**src/rtl/regfile_2r1w_clr.sv**
```systemverilog
// 2-read/1-write register file that sweeps every entry to zero after reset.
// Define REGFILE_BYPASS_EN to forward same-cycle write data to matching read ports.

module regfile_2r1w_clr_rd #(
  parameter int DATA_WIDTH = 32,
  parameter int ADDR_WIDTH = 5,
  parameter int ZERO_REG   = 1
) (
  input  logic [2**ADDR_WIDTH-1:0][DATA_WIDTH-1:0] mem,
  input  logic [ADDR_WIDTH-1:0]                    addr,
  input  logic                                     blank,
  input  logic                                     byp_vld,
  input  logic [ADDR_WIDTH-1:0]                    byp_addr,
  input  logic [DATA_WIDTH-1:0]                    byp_data,
  output logic [DATA_WIDTH-1:0]                    data
);
  always_comb begin
    data = mem[addr];
    if (blank || ((ZERO_REG != 0) && (addr == '0)))
      data = '0;
    else if (byp_vld && (addr == byp_addr))
      data = byp_data;
  end
endmodule

module regfile_2r1w_clr #(
  parameter int DATA_WIDTH = 32,
  parameter int ADDR_WIDTH = 5,
  parameter int ZERO_REG   = 1
) (
  input  logic                  clk,
  input  logic                  rst,
  input  logic                  we,
  input  logic [ADDR_WIDTH-1:0] write_addr,
  input  logic [DATA_WIDTH-1:0] data_i,
  input  logic [ADDR_WIDTH-1:0] rs1_addr,
  input  logic [ADDR_WIDTH-1:0] rs2_addr,
  output logic [DATA_WIDTH-1:0] rs1_data_o,
  output logic [DATA_WIDTH-1:0] rs2_data_o,
  output logic                  busy_o
);
  localparam int NUM_RD = 2;
  localparam int DEPTH  = 2**ADDR_WIDTH;
  localparam logic [ADDR_WIDTH-1:0] LAST = '1;

  typedef enum logic {CLEAR, READY} state_t;

  state_t                               state;
  logic [ADDR_WIDTH-1:0]                clr_cnt;
  logic                                 busy_q;
  logic [DEPTH-1:0][DATA_WIDTH-1:0]     mem;
  logic                                 wr_en;
  logic [ADDR_WIDTH-1:0]                wr_addr;
  logic [DATA_WIDTH-1:0]                wr_data;
  logic                                 ext_wr;
  logic                                 byp_vld;
  logic [NUM_RD-1:0][ADDR_WIDTH-1:0]    rd_addr;
  logic [NUM_RD-1:0][DATA_WIDTH-1:0]    rd_data;

  always_ff @(posedge clk) begin
    if (rst) begin
      state   <= CLEAR;
      clr_cnt <= '0;
      busy_q  <= 1'b1;
    end else begin
      case (state)
        CLEAR: begin
          if (clr_cnt == LAST) begin
            state  <= READY;
            busy_q <= 1'b0;
          end else begin
            clr_cnt <= clr_cnt + 1'b1;
          end
        end
        default: ;
      endcase
    end
  end

  // rst is folded in so reads and busy respond in the cycle rst is raised,
  // not only after the edge that samples it.
  assign busy_o = busy_q | rst;
  assign ext_wr = !rst && (state == READY) && we &&
                  !((ZERO_REG != 0) && (write_addr == '0));

  always_comb begin
    wr_en   = 1'b0;
    wr_addr = write_addr;
    wr_data = data_i;
    if (!rst && (state == CLEAR)) begin
      wr_en   = 1'b1;
      wr_addr = clr_cnt;
      wr_data = '0;
    end else if (ext_wr) begin
      wr_en = 1'b1;
    end
  end

  always_ff @(posedge clk) begin
    if (wr_en) mem[wr_addr] <= wr_data;
  end

`ifdef REGFILE_BYPASS_EN
  assign byp_vld = ext_wr;
`else
  assign byp_vld = 1'b0;
`endif

  assign rd_addr = {rs2_addr, rs1_addr};

  for (genvar g = 0; g < NUM_RD; g++) begin : g_rd
    regfile_2r1w_clr_rd #(
      .DATA_WIDTH (DATA_WIDTH),
      .ADDR_WIDTH (ADDR_WIDTH),
      .ZERO_REG   (ZERO_REG)
    ) u_rd (
      .mem      (mem),
      .addr     (rd_addr[g]),
      .blank    (busy_o),
      .byp_vld  (byp_vld),
      .byp_addr (write_addr),
      .byp_data (data_i),
      .data     (rd_data[g])
    );
  end

  assign rs1_data_o = rd_data[0];
  assign rs2_data_o = rd_data[1];
endmodule

```
**config.mk**
```make
export PLATFORM = sky130hd
export DESIGN_NAME = regfile_2r1w_clr
export DESIGN_NICKNAME = d
export VERILOG_FILES = /design/src/rtl/regfile_2r1w_clr.sv
export SDC_FILE = /design/constraint.sdc
export NUM_CORES = 1
export LEC_CHECK = 0
export CORE_UTILIZATION = 50
export DETAILED_ROUTE_END_ITERATION = 16
export GPL_TIMING_DRIVEN = 0
export PLACE_DENSITY = 0.69
export SYNTH_ARGS = -nofsm -noshare
export SYNTH_HDL_FRONTEND = slang
export SYNTH_SLANG_ARGS = --single-unit
```
**constraint.sdc**
```tcl
create_clock -name clk -period 3.4 [get_ports clk]
set_input_delay 0.51 -clock clk [delete_from_list [all_inputs] [get_ports clk]]
set_output_delay 0.51 -clock clk [all_outputs]
set_load 0.02 [all_outputs]
```
==> impl_results.md <==
- Top FF cell, synth: edfxtp_1
- Post-synthesis async set-or-reset flop share: 0%
- VDD IR max: 0.000410 V
- DR iter-0 viols: 5,495
- Antenna violations before repair: 7
- Max FO, Critical Path: 10
- Slew @ Worst Pin: 1.26 ns
- Fin. Hold Viols: 0
- Clock Latency Late Sink: 0.71 ns
- CP Capture Type: output pin
- Root buffer selected by CTS: clkbuf_16
- Synth top area share: 63.0%
- Status: complete, but fails checks
- Antenna-violating nets left: 0
- IO Port Bufs: 110
- Distinct cells, synth: 43
- Placed inst area: 53,100 µm²
- Dpl hpwl: 128 mm
- Remaining DRCs: 0
- Global route total overflow: 0
- Row count: 114
- Worst r2r path cells: 6
- Die X: 315 µm
- GPL Wtd Cong: 0.997
- H-tree levels: 3
- Total Power: 0.0289 W
- CTS Buf Count: 109
- Clock transition at path regs: 0.06 ns
- Synth area leaders: edfxtp_1 63%, mux2i_1 11%, mux4_2 8.5%
- Hold crit path type: flop to flop
- Critical Path RT: 2.89 ns
- CTS tree: yes
- Die outline area: 98,900 µm²
- Largest net degree at the start of global routing: 33
- R2R Setup Slk: 0.33 ns
- Layout fillers: 6,978
- First-pass GRT wire length: 248 mm
- Final Cell Area: 58,400 µm²
- Post-CTS Hold Buffers: 0
- Final period util: 103%
- Netlist Area Pre-Place: 48,800 µm²
- Core area: 96,700 µm²
- Die Y: 315 µm
- Launching element type of the critical path: primary input
- Static Leak: 20.3 nW
- Syn Inst Count: 2,877
- Post-Syn Nets: 2,929
- Commonest non-fill, non-tap cell in the layout: edfxtp_1
- Clock Skew: 0.0219 ns
- Hold path start: clr_cnt[4]
- Syn Area/Cell: 17.0 µm²
- Finish-stage setup viols: 30
- Violations in the final reports: setup timing
- Via count: 32,700
- Crit path DAT: 2.99 ns
- Slew headroom: 16.1%
- Max_cap viols: 0
- Total number of yosys warnings: 0
- Number of flops mapped to enable cells by yosys: 1,024
- Fin. max-slew vios: 0
- Place WS: -2.36 ns
- GRT Total Usage: 36.5%
- Fmax: 0.286 GHz
- P&R area growth vs syn: 19.6%
- Via density per instance: 7.16
- WL final: 181 mm
- Launch point of the worst path: rs1_addr[1]
- Setup Crit Path Kind: primary input to output pin
- Vias in the first global route: 32,200
- Layout cells sized above 1: 29.5%
- Power per Cell Area: 494 nW/µm²
- Worst R2R Start: state
- Seq cells post-synth: 1,031
- Reg-to-Reg End: mem[745]
- Final Critical Period: 3.50 ns
- Number of I/O pins: 115
- Clk buf depth: 3
- RSZ-0062 raised after global routing: yes
- Detailed-router iteration count before antenna repair: 6
- Starting Density: 50.5%
- Critical Path End: rs1_data_o[7]
- Setup WS post-layout: -0.0976 ns
- Final net count: 3,250
- Seq/Total Area, Yosys: 63.2%
- Post-synth top area cell: edfxtp_1
- Wire length per cell: 39.7 µm
- Highest-count cells in the layout ignoring fill and taps: 1,024 x edfxtp_1, 552 x mux2i_1, 185 x mux4_2
- CTS sink cnt: 1,031
[registers in the layout (all words and copies together) (netlist names)]
signal and flops:
state 1, busy_q 1, clr_cnt 5, mem 1024
[cells by family (layout without fill, tap and decap cells)]
logic type / count (synthesis) / count (layout) / synth area share (%)
compound gates: 348 / 348 / 5.53
xor+xnor: 3 / 3 / 0.0538
fa+ha+maj: 2 / 2 / 0.0512
buf+inv: 232 / 640 / 2.51
flops: 1031 / 1031 / 63.2
mux: 880 / 880 / 24.8
other cells: 0 / 5 / 0
simple gates: 381 / 383 / 3.84
[area by class of cell]
class                           count  area [µm²]  area share, %
Inverter                            2        7.51         0.0129
Sequential cell                  1031       30900           52.9
Buffer                            223        1860           3.18
Clock inverter                     62         623           1.07
Timing Repair Buffer              215        2650           4.54
Clock buffer                      138        2880           4.93
Antenna cell                        5        12.5         0.0214
Multi-Input combinational cell   1616       17900           30.6
Tap cell                         1276        1600           2.73
[cells in the mapped netlist, types with 3 or more instances]
| cell type | number |
|---|---|
| o21ai_0 | 4 |
| buf_2 | 47 |
| mux2_2 | 90 |
| dfxtp_1 | 7 |
| nand2_1 | 137 |
| buf_4 | 43 |
| mux4_2 | 185 |
| a21oi_1 | 8 |
| a221oi_1 | 19 |
| mux4_1 | 53 |
| clkbuf_1 | 119 |
| nor2b_1 | 39 |
| nand3_1 | 73 |
| a211oi_1 | 60 |
| edfxtp_1 | 1024 |
| o22ai_1 | 32 |
| o221ai_1 | 32 |
| and2_1 | 3 |
| buf_6 | 17 |
| mux2i_1 | 552 |
| nand4_1 | 69 |
| nor2_1 | 41 |
| a221oi_2 | 13 |
| a22oi_1 | 178 |
[how the worst min path moves through the flow]
stage	end	slack, ns	depth (start not counted)
6_report	clr_cnt[4]	0.55	2
5_1_grt	mem[112]	0.59	2
4_1_cts	clr_cnt[4]	0.56	2
3_5_place_dp	clr_cnt[1]	0.54	2
3_3_place_gp	clr_cnt[4]	0.52	2
2_1_floorplan	clr_cnt[1]	0.49	2
[per-stage QoR]
| stage | TNS (ns) | util [%] | instances | hold WS, ns |
|---|---|---|---|---|
| 2_1_floorplan | 0 | - | 2877 | 0.492 |
| 3_3_place_gp | -4278.37 | 53.3 | 4263 | 0.525 |
| 3_5_place_dp | -1797.74 | 54.9 | 4328 | 0.538 |
| 4_1_cts | -0.583 | 60.2 | 4561 | 0.558 |
| 5_1_grt | -0.285 | 60.4 | 4565 | 0.592 |
| 6_report | -1.24 | 60.4 | 4568 | 0.552 |
[worst max-delay path, cell delays in order]
cell and delay (ns):
clkdlybuf4s15_2 0.33, buf_6 0.21, buf_8 0.23, nand3b_1 0.11, buf_4 0.19, clkbuf_4 0.29
o22ai_1 0.20, a211oi_1 0.10, a211oi_4 0.43, clkdlybuf4s15_2 0.33
[timing repair]
action                                  4_1_cts  5_1_grt
resized for setup                           517      150
cloned                                        2        0
pin swaps                                    47       32
endpoints found under the setup margin     1303      218
buffers inserted                             38        2
[metal layers]
metal	vias to the layer above	track usage, %	share of wire [%]
met5	-	0.870	0.073
met4	4	13.5	4.4
met3	485	12.5	15
met2	2694	55.0	45
met1	16900	48.9	36
li1	12700	-	-
[where the power goes]
| group | switching [W] | internal (W) |
|---|---|---|
| Clock | 0.00497 | 0.00693 |
| Combinational | 0.00177 | 0.00105 |
| Sequential | 0.0000540 | 0.0141 |
Power figures use the tool's default switching activity.
